File: src/rtl/dvp_pkg.sv
// ----------------------------------------------------------------------------
// dvp_pkg : shared state encoding, helpers and default DVP raster timing
// Rev 1.0
// ----------------------------------------------------------------------------
`default_nettype none

package dvp_pkg;

  typedef enum logic [2:0] {
    DVP_ST_IDLE   = 3'd0,
    DVP_ST_VSYNC  = 3'd1,
    DVP_ST_VBP    = 3'd2,
    DVP_ST_ACTIVE = 3'd3,
    DVP_ST_VFP    = 3'd4
  } dvp_tx_state_t;

  // VGA-like 640x480 raster, also consumed by the receiver bench
  localparam int DVP_H_ACTIVE    = 640;
  localparam int DVP_H_BLANK     = 144;
  localparam int DVP_V_ACTIVE    = 480;
  localparam int DVP_VSYNC_LINES = 3;
  localparam int DVP_VBP_LINES   = 17;
  localparam int DVP_VFP_LINES   = 10;

  function automatic logic dvp_polarity(input logic active, input bit active_high);
    return active_high ? active : ~active;
  endfunction

  function automatic int dvp_cnt_width(input int count);
    return (count <= 2) ? 1 : $clog2(count);
  endfunction

  function automatic int dvp_max(input int a, input int b);
    return (a > b) ? a : b;
  endfunction

endpackage

`default_nettype wire

File: src/rtl/dvp_transmitter_if.sv
// ----------------------------------------------------------------------------
// dvp_transmitter_if : AXI4-Stream byte channel feeding the DVP transmitter
// Rev 1.0
// ----------------------------------------------------------------------------
`default_nettype none

interface dvp_transmitter_if;

  logic [7:0] tdata;
  logic       tvalid;
  logic       tready;
  logic       tlast;
  logic       tuser;

  modport master (
    output tdata,
    output tvalid,
    output tlast,
    output tuser,
    input  tready
  );

  modport slave (
    input  tdata,
    input  tvalid,
    input  tlast,
    input  tuser,
    output tready
  );

endinterface

`default_nettype wire

File: src/rtl/dvp_raster_gen.sv
// ----------------------------------------------------------------------------
// dvp_raster_gen : free-running frame FSM, h/v counters and pixel-slot decode.
// Optional feature macro: DVP_TX_SYNC_CHECK_EN. Rev 1.0
// ----------------------------------------------------------------------------
`default_nettype none

module dvp_raster_gen
  import dvp_pkg::*;
#(
  parameter int H_ACTIVE    = DVP_H_ACTIVE,
  parameter int H_BLANK     = DVP_H_BLANK,
  parameter int V_ACTIVE    = DVP_V_ACTIVE,
  parameter int VSYNC_LINES = DVP_VSYNC_LINES,
  parameter int VBP_LINES   = DVP_VBP_LINES,
  parameter int VFP_LINES   = DVP_VFP_LINES
) (
  input  logic pclk,
  input  logic rst,
  input  logic tvalid,
  input  logic tuser,
  output logic idle,
  output logic slot,
  output logic last_slot,
  output logic vsync_nxt,
  output logic first_beat,
  output logic abort
);

  localparam int H_TOTAL = H_ACTIVE + H_BLANK;
  localparam int HW      = dvp_cnt_width(H_TOTAL);
  localparam int V_MAX   = dvp_max(dvp_max(V_ACTIVE, VSYNC_LINES),
                                   dvp_max(VBP_LINES, VFP_LINES));
  localparam int VW      = dvp_cnt_width(V_MAX);

  localparam logic [HW-1:0] H_LAST     = HW'(H_TOTAL - 1);
  localparam logic [HW-1:0] H_ACT_LAST = HW'(H_ACTIVE - 1);
  localparam logic [VW-1:0] VS_LAST    = VW'(VSYNC_LINES - 1);
  localparam logic [VW-1:0] VBP_LAST   = VW'(VBP_LINES - 1);
  localparam logic [VW-1:0] VA_LAST    = VW'(V_ACTIVE - 1);
  localparam logic [VW-1:0] VFP_LAST   = VW'(VFP_LINES - 1);

  localparam logic [2:0] ST_IDLE   = DVP_ST_IDLE;
  localparam logic [2:0] ST_VSYNC  = DVP_ST_VSYNC;
  localparam logic [2:0] ST_VBP    = DVP_ST_VBP;
  localparam logic [2:0] ST_ACTIVE = DVP_ST_ACTIVE;
  localparam logic [2:0] ST_VFP    = DVP_ST_VFP;

  logic [2:0]    st_q, st_d;
  logic [HW-1:0] hcnt_q, hcnt_d;
  logic [VW-1:0] vcnt_q, vcnt_d;
  logic          line_end;
  logic          blank_q;
  logic          slot_raw;

  assign line_end = (hcnt_q == H_LAST);

  // Next raster position; outputs are registered from this, so the bus
  // shows exactly the position held in the state registers.
  always_comb begin
    st_d   = st_q;
    hcnt_d = hcnt_q + 1'b1;
    vcnt_d = vcnt_q;
    if (line_end) begin
      hcnt_d = '0;
      vcnt_d = vcnt_q + 1'b1;
    end
    case (st_q)
      ST_IDLE: begin
        hcnt_d = '0;
        vcnt_d = '0;
        if (tvalid && tuser) st_d = ST_VSYNC;
      end
      ST_VSYNC: begin
        if (line_end && (vcnt_q == VS_LAST)) begin
          st_d   = ST_VBP;
          vcnt_d = '0;
        end
      end
      ST_VBP: begin
        if (line_end && (vcnt_q == VBP_LAST)) begin
          st_d   = ST_ACTIVE;
          vcnt_d = '0;
        end
      end
      ST_ACTIVE: begin
        // A blanked line means a stray start-of-frame: resync via IDLE
        if (line_end && (blank_q || (vcnt_q == VA_LAST))) begin
          st_d   = blank_q ? ST_IDLE : ST_VFP;
          vcnt_d = '0;
        end
      end
      ST_VFP: begin
        if (line_end && (vcnt_q == VFP_LAST)) begin
          st_d   = ST_IDLE;
          vcnt_d = '0;
        end
      end
      default: begin
        st_d   = ST_IDLE;
        hcnt_d = '0;
        vcnt_d = '0;
      end
    endcase
  end

  always_ff @(posedge pclk) begin
    if (rst) begin
      st_q   <= ST_IDLE;
      hcnt_q <= '0;
      vcnt_q <= '0;
    end else begin
      st_q   <= st_d;
      hcnt_q <= hcnt_d;
      vcnt_q <= vcnt_d;
    end
  end

  assign slot_raw  = (st_d == ST_ACTIVE) && (hcnt_d <= H_ACT_LAST) && !blank_q;
  assign slot      = slot_raw && !abort;
  assign last_slot = (hcnt_d == H_ACT_LAST);
  assign vsync_nxt = (st_d == ST_VSYNC);
  assign idle      = (st_q == ST_IDLE);

`ifdef DVP_TX_SYNC_CHECK_EN
  logic first_q;

  assign abort      = slot_raw && tvalid && tuser && !first_q;
  assign first_beat = first_q;

  always_ff @(posedge pclk) begin
    if (rst) begin
      blank_q <= 1'b0;
      first_q <= 1'b0;
    end else begin
      if (abort) begin
        blank_q <= 1'b1;
      end else if (line_end) begin
        blank_q <= 1'b0;
      end
      if ((st_q == ST_IDLE) && (st_d == ST_VSYNC)) begin
        first_q <= 1'b1;
      end else if (slot && tvalid) begin
        first_q <= 1'b0;
      end
    end
  end
`else
  assign abort      = 1'b0;
  assign first_beat = 1'b0;
  assign blank_q    = 1'b0;
`endif

endmodule

`default_nettype wire

File: src/rtl/dvp_transmitter.sv
// ----------------------------------------------------------------------------
// dvp_transmitter : AXI4-Stream to DVP (8-bit, HREF, VSYNC) camera bus driver.
// Optional feature macro: DVP_TX_SYNC_CHECK_EN (tlast/tuser checking). Rev 1.0
// ----------------------------------------------------------------------------
`default_nettype none

module dvp_transmitter
  import dvp_pkg::*;
#(
  parameter bit VSYNC_ACTIVE_HIGH = 1'b0,
  parameter bit HREF_ACTIVE_HIGH  = 1'b1,
  parameter int H_ACTIVE          = DVP_H_ACTIVE,
  parameter int H_BLANK           = DVP_H_BLANK,
  parameter int V_ACTIVE          = DVP_V_ACTIVE,
  parameter int VSYNC_LINES       = DVP_VSYNC_LINES,
  parameter int VBP_LINES         = DVP_VBP_LINES,
  parameter int VFP_LINES         = DVP_VFP_LINES
) (
  input  logic                pclk,
  input  logic                rst,
  dvp_transmitter_if.slave    axis,
  output logic [7:0]          dout,
  output logic                href_out,
  output logic                vsync_out,
  output logic                underflow,
`ifdef DVP_TX_SYNC_CHECK_EN
  output logic                sync_err,
`endif
  input  logic                err_clr
);

  logic idle;
  logic slot;
  logic last_slot;
  logic vsync_nxt;
  logic first_beat;
  logic abort;
  logic accept;

  dvp_raster_gen #(
    .H_ACTIVE    (H_ACTIVE),
    .H_BLANK     (H_BLANK),
    .V_ACTIVE    (V_ACTIVE),
    .VSYNC_LINES (VSYNC_LINES),
    .VBP_LINES   (VBP_LINES),
    .VFP_LINES   (VFP_LINES)
  ) u_raster (
    .pclk       (pclk),
    .rst        (rst),
    .tvalid     (axis.tvalid),
    .tuser      (axis.tuser),
    .idle       (idle),
    .slot       (slot),
    .last_slot  (last_slot),
    .vsync_nxt  (vsync_nxt),
    .first_beat (first_beat),
    .abort      (abort)
  );

  // In IDLE, beats that are not a frame start are drained so the source
  // can reach its next tuser beat.
  assign axis.tready = !rst && (slot || (idle && axis.tvalid && !axis.tuser));
  assign accept      = slot && axis.tvalid;

  always_ff @(posedge pclk) begin
    if (rst) begin
      dout      <= 8'h00;
      href_out  <= dvp_polarity(1'b0, HREF_ACTIVE_HIGH);
      vsync_out <= dvp_polarity(1'b0, VSYNC_ACTIVE_HIGH);
      underflow <= 1'b0;
    end else begin
      dout      <= accept ? axis.tdata : 8'h00;
      href_out  <= dvp_polarity(slot, HREF_ACTIVE_HIGH);
      vsync_out <= dvp_polarity(vsync_nxt, VSYNC_ACTIVE_HIGH);
      underflow <= (slot && !axis.tvalid) || (underflow && !err_clr);
    end
  end

`ifdef DVP_TX_SYNC_CHECK_EN
  logic sync_evt;

  assign sync_evt = abort
                 || (accept && (axis.tlast != last_slot))
                 || (accept && first_beat && !axis.tuser);

  always_ff @(posedge pclk) begin
    if (rst) begin
      sync_err <= 1'b0;
    end else begin
      sync_err <= sync_evt || (sync_err && !err_clr);
    end
  end
`else
  logic unused_sync;
  assign unused_sync = &{1'b0, axis.tlast, last_slot, first_beat, abort};
`endif

endmodule

`default_nettype wire

File: src/flat_wrapper.sv
// flat-port wrapper written by rule: the top's interface ports become plain ports
module dvp_transmitter_flat import dvp_pkg::*;
#(
  parameter bit VSYNC_ACTIVE_HIGH = 1'b0,
  parameter bit HREF_ACTIVE_HIGH  = 1'b1,
  parameter int H_ACTIVE          = DVP_H_ACTIVE,
  parameter int H_BLANK           = DVP_H_BLANK,
  parameter int V_ACTIVE          = DVP_V_ACTIVE,
  parameter int VSYNC_LINES       = DVP_VSYNC_LINES,
  parameter int VBP_LINES         = DVP_VBP_LINES,
  parameter int VFP_LINES         = DVP_VFP_LINES
)
  (pclk, rst, dout, href_out, vsync_out, underflow, err_clr, axis_tdata, axis_tvalid, axis_tlast, axis_tuser, axis_tready);
  dvp_transmitter_if axis_i ();
  input  logic pclk;
  input  logic rst;
  output logic [7:0] dout;
  output logic href_out;
  output logic vsync_out;
  output logic underflow;
  input  logic err_clr;
  input wire logic [$bits(axis_i.tdata)-1:0] axis_tdata;
  input wire logic [$bits(axis_i.tvalid)-1:0] axis_tvalid;
  input wire logic [$bits(axis_i.tlast)-1:0] axis_tlast;
  input wire logic [$bits(axis_i.tuser)-1:0] axis_tuser;
  output wire logic [$bits(axis_i.tready)-1:0] axis_tready;
  assign axis_i.tdata = axis_tdata;
  assign axis_i.tvalid = axis_tvalid;
  assign axis_i.tlast = axis_tlast;
  assign axis_i.tuser = axis_tuser;
  assign axis_tready = axis_i.tready;
  dvp_transmitter #(.VSYNC_ACTIVE_HIGH(VSYNC_ACTIVE_HIGH), .HREF_ACTIVE_HIGH(HREF_ACTIVE_HIGH), .H_ACTIVE(H_ACTIVE), .H_BLANK(H_BLANK), .V_ACTIVE(V_ACTIVE), .VSYNC_LINES(VSYNC_LINES), .VBP_LINES(VBP_LINES), .VFP_LINES(VFP_LINES)) u_core (.pclk(pclk), .rst(rst), .axis(axis_i), .dout(dout), .href_out(href_out), .vsync_out(vsync_out), .underflow(underflow), .err_clr(err_clr));
endmodule
File: config.mk
export PLATFORM = sky130hd
export DESIGN_NAME = dvp_transmitter_flat
export DESIGN_NICKNAME = d
export VERILOG_FILES = /design/src/rtl/dvp_pkg.sv /design/src/rtl/dvp_transmitter_if.sv /design/src/rtl/dvp_raster_gen.sv /design/src/rtl/dvp_transmitter.sv /design/src/flat_wrapper.sv
export SDC_FILE = /design/constraint.sdc
export NUM_CORES = 1
export LEC_CHECK = 0
export CORE_ASPECT_RATIO = 1.5
export CORE_MARGIN = 5
export CORE_UTILIZATION = 35
export CTS_BUF_LIST = sky130_fd_sc_hd__clkbuf_16
export CTS_CLUSTER_DIAMETER = 150
export DETAILED_ROUTE_END_ITERATION = 10
export SKIP_LAST_GASP = 1
export SYNTH_ARGS = -nofsm -noshare
export SYNTH_HDL_FRONTEND = slang
export SYNTH_HIERARCHICAL = 1
export SYNTH_SLANG_ARGS = --single-unit
File: constraint.sdc
create_clock -name pclk -period 3.85 [get_ports pclk]
set_clock_uncertainty 0.2 [all_clocks]
set_input_delay 0.5775 -clock pclk [delete_from_list [all_inputs] [get_ports pclk]]
set_output_delay 0.5775 -clock pclk [all_outputs]
set_load 0.01 [all_outputs]
==> summary.txt, run 1 <==
Share of cells above drive strength 1 - 6.373%
Diodes inserted - 0
Initial antenna violation count - 0
Pleak - 0.6414 nW
Final setup fails - 0
Most frequent cells in the layout - dfxtp_1 (33), clkdlybuf4s50_1 (24), nor2_1 (18)
Post-DRT Antenna Nets - 0
CTS root buffer - clkbuf_16
WP data required - 3.07 ns
Clk Latency, worst-skew pair - 0.27 ns
CP Capture Type - primary output
Final period util - 94.37%
CTS tree - done
Placed Instances - 242
Max rail drop VDD - 0.4098 mV
Setup TNS - 0 ns
Final GP Congestion - 0.7840
CP Launch Type - flip-flop
Fill cell count - 424
Crit Path Max Fanout - 5
CTS Buf Count - 5
RSZ-0062 raised after global routing - false
Sw frac - 18.69%
Pint - 0.0006636 W
Net Switching - 0.0001525 W
Largest net degree at the start of global routing - 12
Reg power frac - 42.4%
Worst-path cell chain - or4_4 -> or2_2 -> nor4_4 -> o32a_1 -> nor2b_1 -> a31o_1 -> clkdlybuf4s50_1
GRT Overall Usage - 11.75%
Via count - 1270
PD cells - 407.9 nW/µm²
Max-slew violations - 0
Number of global-route vias before repair - 1235
H-tree levels - 2
Deepest clock path buffer count - 2
Syn Inst Count - 178
Highest routed metal layer - met4
Crit Path Class - reg -> out
Synth Warn # - 6
Post-synthesis cell area - 1548 µm²
Initial Utilization - 36.46%
Aggregate global routing overflow - 0
DP HPWL - 2.445 mm
Initial DRC Count - 53
Core region area - 4245 µm²
Final WL - 3.308 mm
DR WL met2 - 1.859 mm
Worst EP arrival - 2.86 ns
Worst Hold Launch - u_core/u_raster/hcnt_q[0]$_SDFF_PP0_
Clock share of power - 53.9%
Routed len/inst - 13.23 µm
Net count, final - 222
First-pass GRT wire length - 5.602 mm
Status - finished clean
Syn_nets - 197
CP max-delay cell - or4_4
FMAX - 275.2 MHz
Rows - 29
Max-Cap Viols - 0
CP Launch Point - u_core/u_raster/hcnt_q[4]$_SDFF_PP0_
Chip width - 64.30 µm
CP peak stage delay - 0.57 ns
Non-Filler Instances - 250
Slew HR - 53.53%
# hold bufs at CTS - 0
# port buffers - 24
Die Ht - 91.45 µm
Commonest non-fill, non-tap cell in the layout - dfxtp_1
DR pass1 iterations - 4
Area grow syn2layout - 29.26%
Clock Sink Count - 33
Post-layout min period - 3.633 ns
Worst-path clk slew - 0.05 ns
M1 wire length - 1.363 mm
Worst-margin pin slew - 0.6917 ns
Avg Cell Area, Syn - 8.695 µm²
DR DRC count - 0
Final Hold Fails - 0
Hold Path Class - reg -> reg
IO Pins - 26
Met3 WL - 53 µm
Worst hold slack - 0.2663 ns
Die area - 5879 µm²
Vias/cell - 5.080
Reg2reg start - u_core/u_raster/hcnt_q[0]$_SDFF_PP0_
Comb pwr share - 3.7%
==> stage by stage <==
step	cell area, µm²	worst slack, ns	power [W]	util [%]
2_1_floorplan	1548	1.078	0.0003663	-
3_3_place_gp	1814	0.3986	0.0003834	42.74
3_5_place_dp	1814	0.4063	0.0003833	42.74
4_1_cts	1981	0.1032	0.0008268	46.65
5_1_grt	2001	0.03950	0.0008487	47.13
6_report	2001	0.2168	0.0008161	47.13
==> layer usage <==
| layer | track usage [%] | up-vias |
|---|---|---|
| li1 | - | 672 |
| met1 | 12.79 | 583 |
| met2 | 21.35 | 13 |
| met3 | 2.593 | 2 |
| met4 | 4.584 | 0 |
| met5 | 0 | - |
==> registers in the layout, indices dropped and copies added, names as in the netlist <==
name	flops
u_core/u_raster/vcnt_q	9
u_core/dout	8
u_core/u_raster/hcnt_q	10
u_core/href_out	1
u_core/underflow	1
u_core/vsync_out	1
u_core/u_raster/st_q	3
==> worst paths after layout <==
check                                              end  depth (start not counted)  slack, ns
setup / recovery                           axis_tready                          7       0.22
hold / removal    u_core/u_raster/hcnt_q[0]$_SDFF_PP0_                          1       0.27
setup reg to reg  u_core/u_raster/vcnt_q[3]$_SDFF_PP0_                          6       1.36
hold reg to reg   u_core/u_raster/hcnt_q[0]$_SDFF_PP0_                          1       0.27
==> power by group through the flow <==
| stage | combinational (W) | sequential (W) | clock, W |
|---|---|---|---|
| 2_1_floorplan | 0.0000132 | 0.000353 | 0 |
| 3_3_place_gp | 0.0000303 | 0.000353 | 0 |
| 3_5_place_dp | 0.0000302 | 0.000353 | 0 |
| 4_1_cts | 0.0000303 | 0.000346 | 0.000451 |
| 5_1_grt | 0.0000334 | 0.000346 | 0.000469 |
| 6_report | 0.0000301 | 0.000346 | 0.000440 |
==> repair_timing <==
| item | in CTS | in global routing |
|---|---|---|
| setup buffers | 0 | 0 |
| hold endpoints to repair | 0 | 0 |
| gates resized for setup | 0 | 3 |
| setup endpoints to repair | 0 | 1 |
==> critical path: cells and delay by family, from the launching register on <==
family	cells	cell delay, ns
AOI/OAI and AO/OA	2	0.33
buffers and inverters	1	0.54
DFF	1	0.35
and+or+nand+nor	4	1.37
==> area by class of cell <==
class	instances	area [µm²]	area share [%]
clock inverter	3	41.29	2.064
clock buffer	5	125.1	6.254
multi-input combinational	132	849.6	42.46
timing repair buffer	24	240.2	12.01
inverter	7	26.28	1.313
tap	46	57.56	2.877
sequential	33	660.6	33.02
No activity file was read; power rests on OpenSTA's default activity.
==> inputs of run 2 (changes only) <==
--- a/config.mk
+++ b/config.mk
@@ -11,6 +11,7 @@
 export CTS_BUF_LIST = sky130_fd_sc_hd__clkbuf_16
 export CTS_CLUSTER_DIAMETER = 150
 export DETAILED_ROUTE_END_ITERATION = 10
+export SKIP_CTS_REPAIR_TIMING = 1
 export SKIP_LAST_GASP = 1
 export SYNTH_ARGS = -nofsm -noshare
 export SYNTH_HDL_FRONTEND = slang
==> constraint.sdc (replaced) <==
create_clock -name pclk -period 4.65 [get_ports pclk]
set_clock_uncertainty 0.2 [all_clocks]
set_input_delay 0.6975 -clock pclk [delete_from_list [all_inputs] [get_ports pclk]]
set_output_delay 0.6975 -clock pclk [all_outputs]
set_load 0.01 [all_outputs]
==> run 2 against run 1 <==
Effect of this change: total power shrank 25%; setup slack better by 0.62 ns; sequential share of layout area is 0.96 points higher; flip-flop and latch count unchanged; worst hold slack worse by 0.0050 ns.
==> summary.txt, run 2 (synthesis results as in run 1) <==
Commonest non-fill, non-tap cell in the layout - dfxtp_1
Post-DRT Antenna Nets - 0 (unchanged)
Via count - 1257 (-1.0%)
Rows - 29 (unchanged)
DP HPWL - 2.441 mm (-0.15%)
# port buffers - 24 (unchanged)
Biggest regs - u_core/u_raster/hcnt_q: 10 flops, u_core/u_raster/vcnt_q: 9 flops, u_core/dout: 8 flops
Initial antenna violation count - 0 (unchanged)
DR pass1 iterations - 4 (unchanged)
Worst hold slack - 0.2614 ns (-0.004961 ns)
WP data required - 3.75 ns (+0.68 ns)
CP Launch Type - flip-flop
Worst EP arrival - 2.92 ns (+0.06 ns)
Fill cell count - 427 (+0.71%)
Crit Path Max Fanout - 5 (unchanged)
Diodes inserted - 0 (unchanged)
PD cells - 313.0 nW/µm² (-23%)
Cells on worst reg2reg path - 5 (-1)
Final setup fails - 0 (unchanged)
Die area - 5879 µm² (unchanged)
Biggest register - u_core/u_raster/hcnt_q
RSZ-0062 raised after global routing - false
Crit Path Class - reg -> out
Post-layout min period - 3.814 ns
Aggregate global routing overflow - 0 (unchanged)
Final Hold Fails - 0 (unchanged)
Final WL - 3.226 mm (-2.5%)
Pleak - 0.6277 nW (-2.1%)
Clk Latency, worst-skew pair - 0.27 ns (about the same)
Worst Setup EP - axis_tready
DR DRC count - 0 (unchanged)
Setup TNS - 0 ns (unchanged)
Share of cells above drive strength 1 - 4.950% (-1.4 points)
Initial Utilization - 36.46% (unchanged)
CTS tree - done
IO Pins - 26 (unchanged)
R2R Path End - u_core/u_raster/vcnt_q[1]$_SDFF_PP0_
Vias/cell - 5.069 (-0.23%)
Multi-input logic area - 829.5 µm² (-2.4%)
Max FFs per register - 10 (unchanged)
Number of global-route vias before repair - 1226 (-0.73%)
Max-Cap Viols - 0 (unchanged)
Clock Sink Count - 33 (unchanged)
Reg2reg setup slack - 2.08 ns (+0.72 ns)
Max-slew violations - 0 (unchanged)
Most frequent cells in the layout - dfxtp_1 (33), clkdlybuf4s50_1 (24), nor2_1 (18)
Die Ht - 91.45 µm (unchanged)
Final period util - 82.02%
Chip width - 64.30 µm (unchanged)
Reg2reg start - u_core/u_raster/hcnt_q[4]$_SDFF_PP0_
FMAX - 262.2 MHz
Status - finished clean
Max rail drop VDD - 0.2381 mV (-42%)
Register Area - 660.6 µm² (unchanged)
CTS Buf Count - 5 (unchanged)
Worst-path clk slew - 0.05 ns (about the same)
Worst-margin pin slew - 0.7006 ns (+0.008891 ns)
CTS root buffer - clkbuf_16
H-tree levels - 2 (unchanged)
Routed len/inst - 13.01 µm (-1.7%)
First-pass GRT wire length - 5.699 mm (+1.7%)
Largest net degree at the start of global routing - 12 (unchanged)
Final GP Congestion - 0.7893 (+0.68%)
CP Launch Point - u_core/u_raster/hcnt_q[4]$_SDFF_PP0_
Deepest clock path buffer count - 2 (unchanged)
Area grow syn2layout - 25.63%
Initial DRC Count - 71 (+34%)
Final Power - 0.0006086 W (-25%)
Core region area - 4245 µm² (unchanged)
Slew HR - 52.93% (-0.60 points)
Hold Path Class - reg -> reg
CP Capture Type - primary output
GRT Overall Usage - 12.02% (+0.28 points)
Net count, final - 222 (unchanged)
[run 2: report_power, final]
group          switching [W]  leakage (nW)  internal (W)  total [W]
clock               0.000107        0.0655      0.000191   0.000297
sequential        0.00000161         0.266      0.000285   0.000287
combinational      0.0000104         0.296     0.0000144  0.0000248
total               0.000119         0.628      0.000490   0.000609
[run 2: cell type report]
cell class	instances	area share (%)
clock inverters	1	0.2574
well taps	46	2.960
repair buffers	24	12.36
inverters	7	1.351
multi-input cells	132	42.66
flip-flops and latches	33	33.98
clock buffers	5	6.435
[run 2: layer usage]
metal	up-vias	share of wire [%]	GRT usage (%)
met1	573	41	13.34
met5	-	0	0
li1	661	-	-
met3	7	2.4	2.963
met2	16	54	20.68
met4	0	2.4	6.112
[run 2: worst min-delay path by stage]
stage / start / to / slack [ns] / cells past startpoint
after floorplan: u_core/u_raster/hcnt_q[0]$_SDFF_PP0_ / u_core/u_raster/hcnt_q[0]$_SDFF_PP0_ / 0.23 / 1
after global placement: u_core/u_raster/hcnt_q[0]$_SDFF_PP0_ / u_core/u_raster/hcnt_q[0]$_SDFF_PP0_ / 0.24 / 1
after detailed placement: u_core/u_raster/hcnt_q[0]$_SDFF_PP0_ / u_core/u_raster/hcnt_q[0]$_SDFF_PP0_ / 0.26 / 1
after CTS: u_core/u_raster/hcnt_q[0]$_SDFF_PP0_ / u_core/u_raster/hcnt_q[0]$_SDFF_PP0_ / 0.27 / 1
after global routing: u_core/u_raster/hcnt_q[0]$_SDFF_PP0_ / u_core/u_raster/hcnt_q[0]$_SDFF_PP0_ / 0.31 / 1
final: u_core/u_raster/hcnt_q[0]$_SDFF_PP0_ / u_core/u_raster/hcnt_q[0]$_SDFF_PP0_ / 0.26 / 1
[run 2: critical path, stage by stage (launching register included)]
cell and delay, ns:
dfxtp_1 0.35, or4_4 0.57, or2_2 0.30, nor4_1 0.38, o32a_1 0.23, nor2b_1 0.16
a31o_1 0.12, clkdlybuf4s50_1 0.54
[run 2: through the flow]
stage	std cells	area (µm²)	setup slack [ns]	utilization, %
finish	248	1944	0.8359	45.80
global route	248	1944	0.5631	45.80
CTS	248	1944	0.7981	45.80
detailed placement	242	1814	1.086	42.74
global placement	242	1814	1.071	42.74
floorplan	178	1548	1.758	-
==> inputs of run 3 (changes only) <==
==> constraint.sdc (replaced) <==
create_clock -name pclk -period 3.2 [get_ports pclk]
set_clock_uncertainty 0.2 [all_clocks]
set_input_delay 0.48 -clock pclk [delete_from_list [all_inputs] [get_ports pclk]]
set_output_delay 0.48 -clock pclk [all_outputs]
set_load 0.01 [all_outputs]
==> run 3 against run 2 <==
Effect of this change: cell count is 8.1% higher; non-clock buffer count is 18 higher; register-to-register slack worse by 1.6 ns; die area stayed put; routed wire length is 9.7% higher; first-iteration DRC count is 8.5% higher.
==> summary.txt, run 3 (synthesis results as in run 1) <==
Rows - 29 (unchanged)
Pleak - 0.7505 nW (+20%)
CTS root buffer - clkbuf_16
CP Launch Point - u_core/u_raster/hcnt_q[4]$_SDFF_PP0_
Max-Cap Viols - 0 (unchanged)
First-pass GRT wire length - 5.954 mm (+4.5%)
Core region area - 4245 µm² (unchanged)
Biggest register - u_core/u_raster/hcnt_q
R2R Path End - u_core/u_raster/vcnt_q[3]$_SDFF_PP0_
Final period util - 95.25%
Biggest regs - u_core/u_raster/hcnt_q: 10 flops, u_core/u_raster/vcnt_q: 9 flops, u_core/dout: 8 flops
Clk Latency, worst-skew pair - 0.27 ns (about the same)
CP Launch Type - flip-flop
Die area - 5879 µm² (unchanged)
# port buffers - 24 (unchanged)
Buf+Inv Stages, Crit Path - 2 (+1)
Final Cell Area - 2128 µm² (+9.5%)
Area grow syn2layout - 37.51%
Final GP Congestion - 0.7985 (+1.2%)
Worst Setup EP - axis_tready
Diodes inserted - 0 (unchanged)
Die Ht - 91.45 µm (unchanged)
Clock Sink Count - 33 (unchanged)
Grt peak-use layer - met2
Net count, final - 240 (+8.1%)
Deepest clock path buffer count - 2 (unchanged)
Aggregate global routing overflow - 0 (unchanged)
CP max-delay cell - or4_4
Number of global-route vias before repair - 1254 (+2.3%)
Final setup fails - 0 (unchanged)
Worst-path clk slew - 0.05 ns (about the same)
CP Capture Type - primary output
RSZ-0062 raised after global routing - false
Status - finished clean
CTS Buf Count - 5 (unchanged)
Initial antenna violation count - 0 (unchanged)
CTS tree - done
Vias/cell - 4.910 (-3.1%)
Slew HR - 55.71% (+2.8 points)
GRT met2 Usage - 22.01% (+1.3 points)
Worst-path cell chain - or4_4 -> buf_4 -> nor4_4 -> a21oi_1 -> o32a_1 -> nor2b_2 -> a31o_1 -> dlymetal6s2s_1
GRT Overall Usage - 12.90% (+0.88 points)
Share of cells above drive strength 1 - 14.86% (+9.9 points)
Final WL - 3.540 mm (+9.7%)
Dpl cell area - 1949 µm² (+7.4%)
Routed len/inst - 13.21 µm (+1.5%)
Final Power - 0.0009040 W (+49%)
IO Pins - 26 (unchanged)
Worst-margin pin slew - 0.6593 ns (-0.04130 ns)
Max-slew violations - 0 (unchanged)
DR DRC count - 0 (unchanged)
Met1 track demand over resource - 14.29% (+0.95 points)
Post-DRT Antenna Nets - 0 (unchanged)
Worst path top cell family by delay - simple AND/OR/NAND/NOR gates
Cells on worst reg2reg path - 7 (+2)
Grt met3 use - 3.333% (+0.37 points)
Max FFs per register - 10 (unchanged)
Reg2reg start - u_core/u_raster/hcnt_q[4]$_SDFF_PP0_
DR pass1 iterations - 4 (unchanged)
Post-layout min period - 3.048 ns
DP HPWL - 2.655 mm (+8.7%)
Worst EP arrival - 2.37 ns (-0.55 ns)
CP peak stage delay - 0.53 ns (-0.04 ns)
Fill cell count - 420 (-1.6%)
Hold Path Class - reg -> reg
FMAX - 328.1 MHz
Final core utilization - 50.13% (+4.3 points)
Most frequent cells in the layout - dfxtp_1 (33), clkdlybuf4s50_1 (23), nor2_1 (18), buf_4 (18), nor3_1 (15)
Crit Path Class - reg -> out
Register Area - 660.6 µm² (unchanged)
Initial DRC Count - 77 (+8.5%)
Reg2reg setup slack - 0.49 ns (-1.59 ns)
Critical path depth in cells - 8 (+1)
Via count - 1316 (+4.7%)
Largest net degree at the start of global routing - 12 (unchanged)
WP data required - 2.52 ns (-1.23 ns)
Chip width - 64.30 µm (unchanged)
H-tree levels - 2 (unchanged)
Commonest non-fill, non-tap cell in the layout - dfxtp_1
Max rail drop VDD - 0.3507 mV (+47%)
Initial Utilization - 36.46% (unchanged)
Multi-input logic area - 867.1 µm² (+4.5%)
PD cells - 424.7 nW/µm² (+36%)
Crit Path Max Fanout - 4 (-1)
Final Hold Fails - 0 (unchanged)
-- run 3: cell types whose count changed in the layout (fill, tap and decap cells not counted) --
cell,change
nor4_1,-2
nand3_1,-1
nor2b_2,+1
clkdlybuf4s50_1,-1
inv_1,+1
buf_4,+18
nor2b_1,-1
dlymetal6s2s_1,+1
clkinv_2,+1
nand3_2,+1
nor4_4,+2
-- run 3: final cells by class --
| class | instances | area share [%] |
|---|---|---|
| Multi-Input combinational cell | 132 | 40.74 |
| Sequential cell | 33 | 31.04 |
| Timing Repair Buffer | 42 | 17.75 |
| Clock buffer | 5 | 5.879 |
| Tap cell | 46 | 2.704 |
| Inverter | 7 | 1.235 |
| Clock inverter | 3 | 0.6467 |
-- run 3: metrics by stage --
step	setup slack (ns)	setup TNS [ns]	instances	hold WS (ns)
after CTS	-0.3372	-0.3372	268	0.2671
after detailed placement	-0.02915	-0.02915	260	0.2541
after global routing	0.002696	0	268	0.2914
final	0.1519	0	268	0.2603
after global placement	-0.01525	-0.01525	260	0.2421
after floorplan	0.5256	0	178	0.2265
-- run 3: layer usage --
layer  vias to the layer above  part of all wire (%)
li1                        700                     -
met1                       604                    41
met2                         8                    56
met3                         4                   1.5
met4                         0                   1.3
met5                         -                     0
-- run 3: how the worst min path moves through the flow --
stage	startpoint	end	slack, ns	cells past startpoint
2_1_floorplan	u_core/u_raster/hcnt_q[0]$_SDFF_PP0_	u_core/u_raster/hcnt_q[0]$_SDFF_PP0_	0.23	1
3_3_place_gp	u_core/u_raster/hcnt_q[0]$_SDFF_PP0_	u_core/u_raster/hcnt_q[0]$_SDFF_PP0_	0.24	1
3_5_place_dp	u_core/u_raster/hcnt_q[0]$_SDFF_PP0_	u_core/u_raster/hcnt_q[0]$_SDFF_PP0_	0.25	1
4_1_cts	u_core/u_raster/hcnt_q[0]$_SDFF_PP0_	u_core/u_raster/hcnt_q[0]$_SDFF_PP0_	0.27	1
5_1_grt	u_core/u_raster/hcnt_q[0]$_SDFF_PP0_	u_core/u_raster/hcnt_q[0]$_SDFF_PP0_	0.29	1
6_report	u_core/u_raster/hcnt_q[0]$_SDFF_PP0_	u_core/u_raster/hcnt_q[0]$_SDFF_PP0_	0.26	1
-- run 3: report_power, final --
group	internal, W	total, W	switching [W]
logic	0.0000219	0.0000385	0.0000166
registers	0.000414	0.000415	0.00000111
clock network	0.000282	0.000451	0.000169
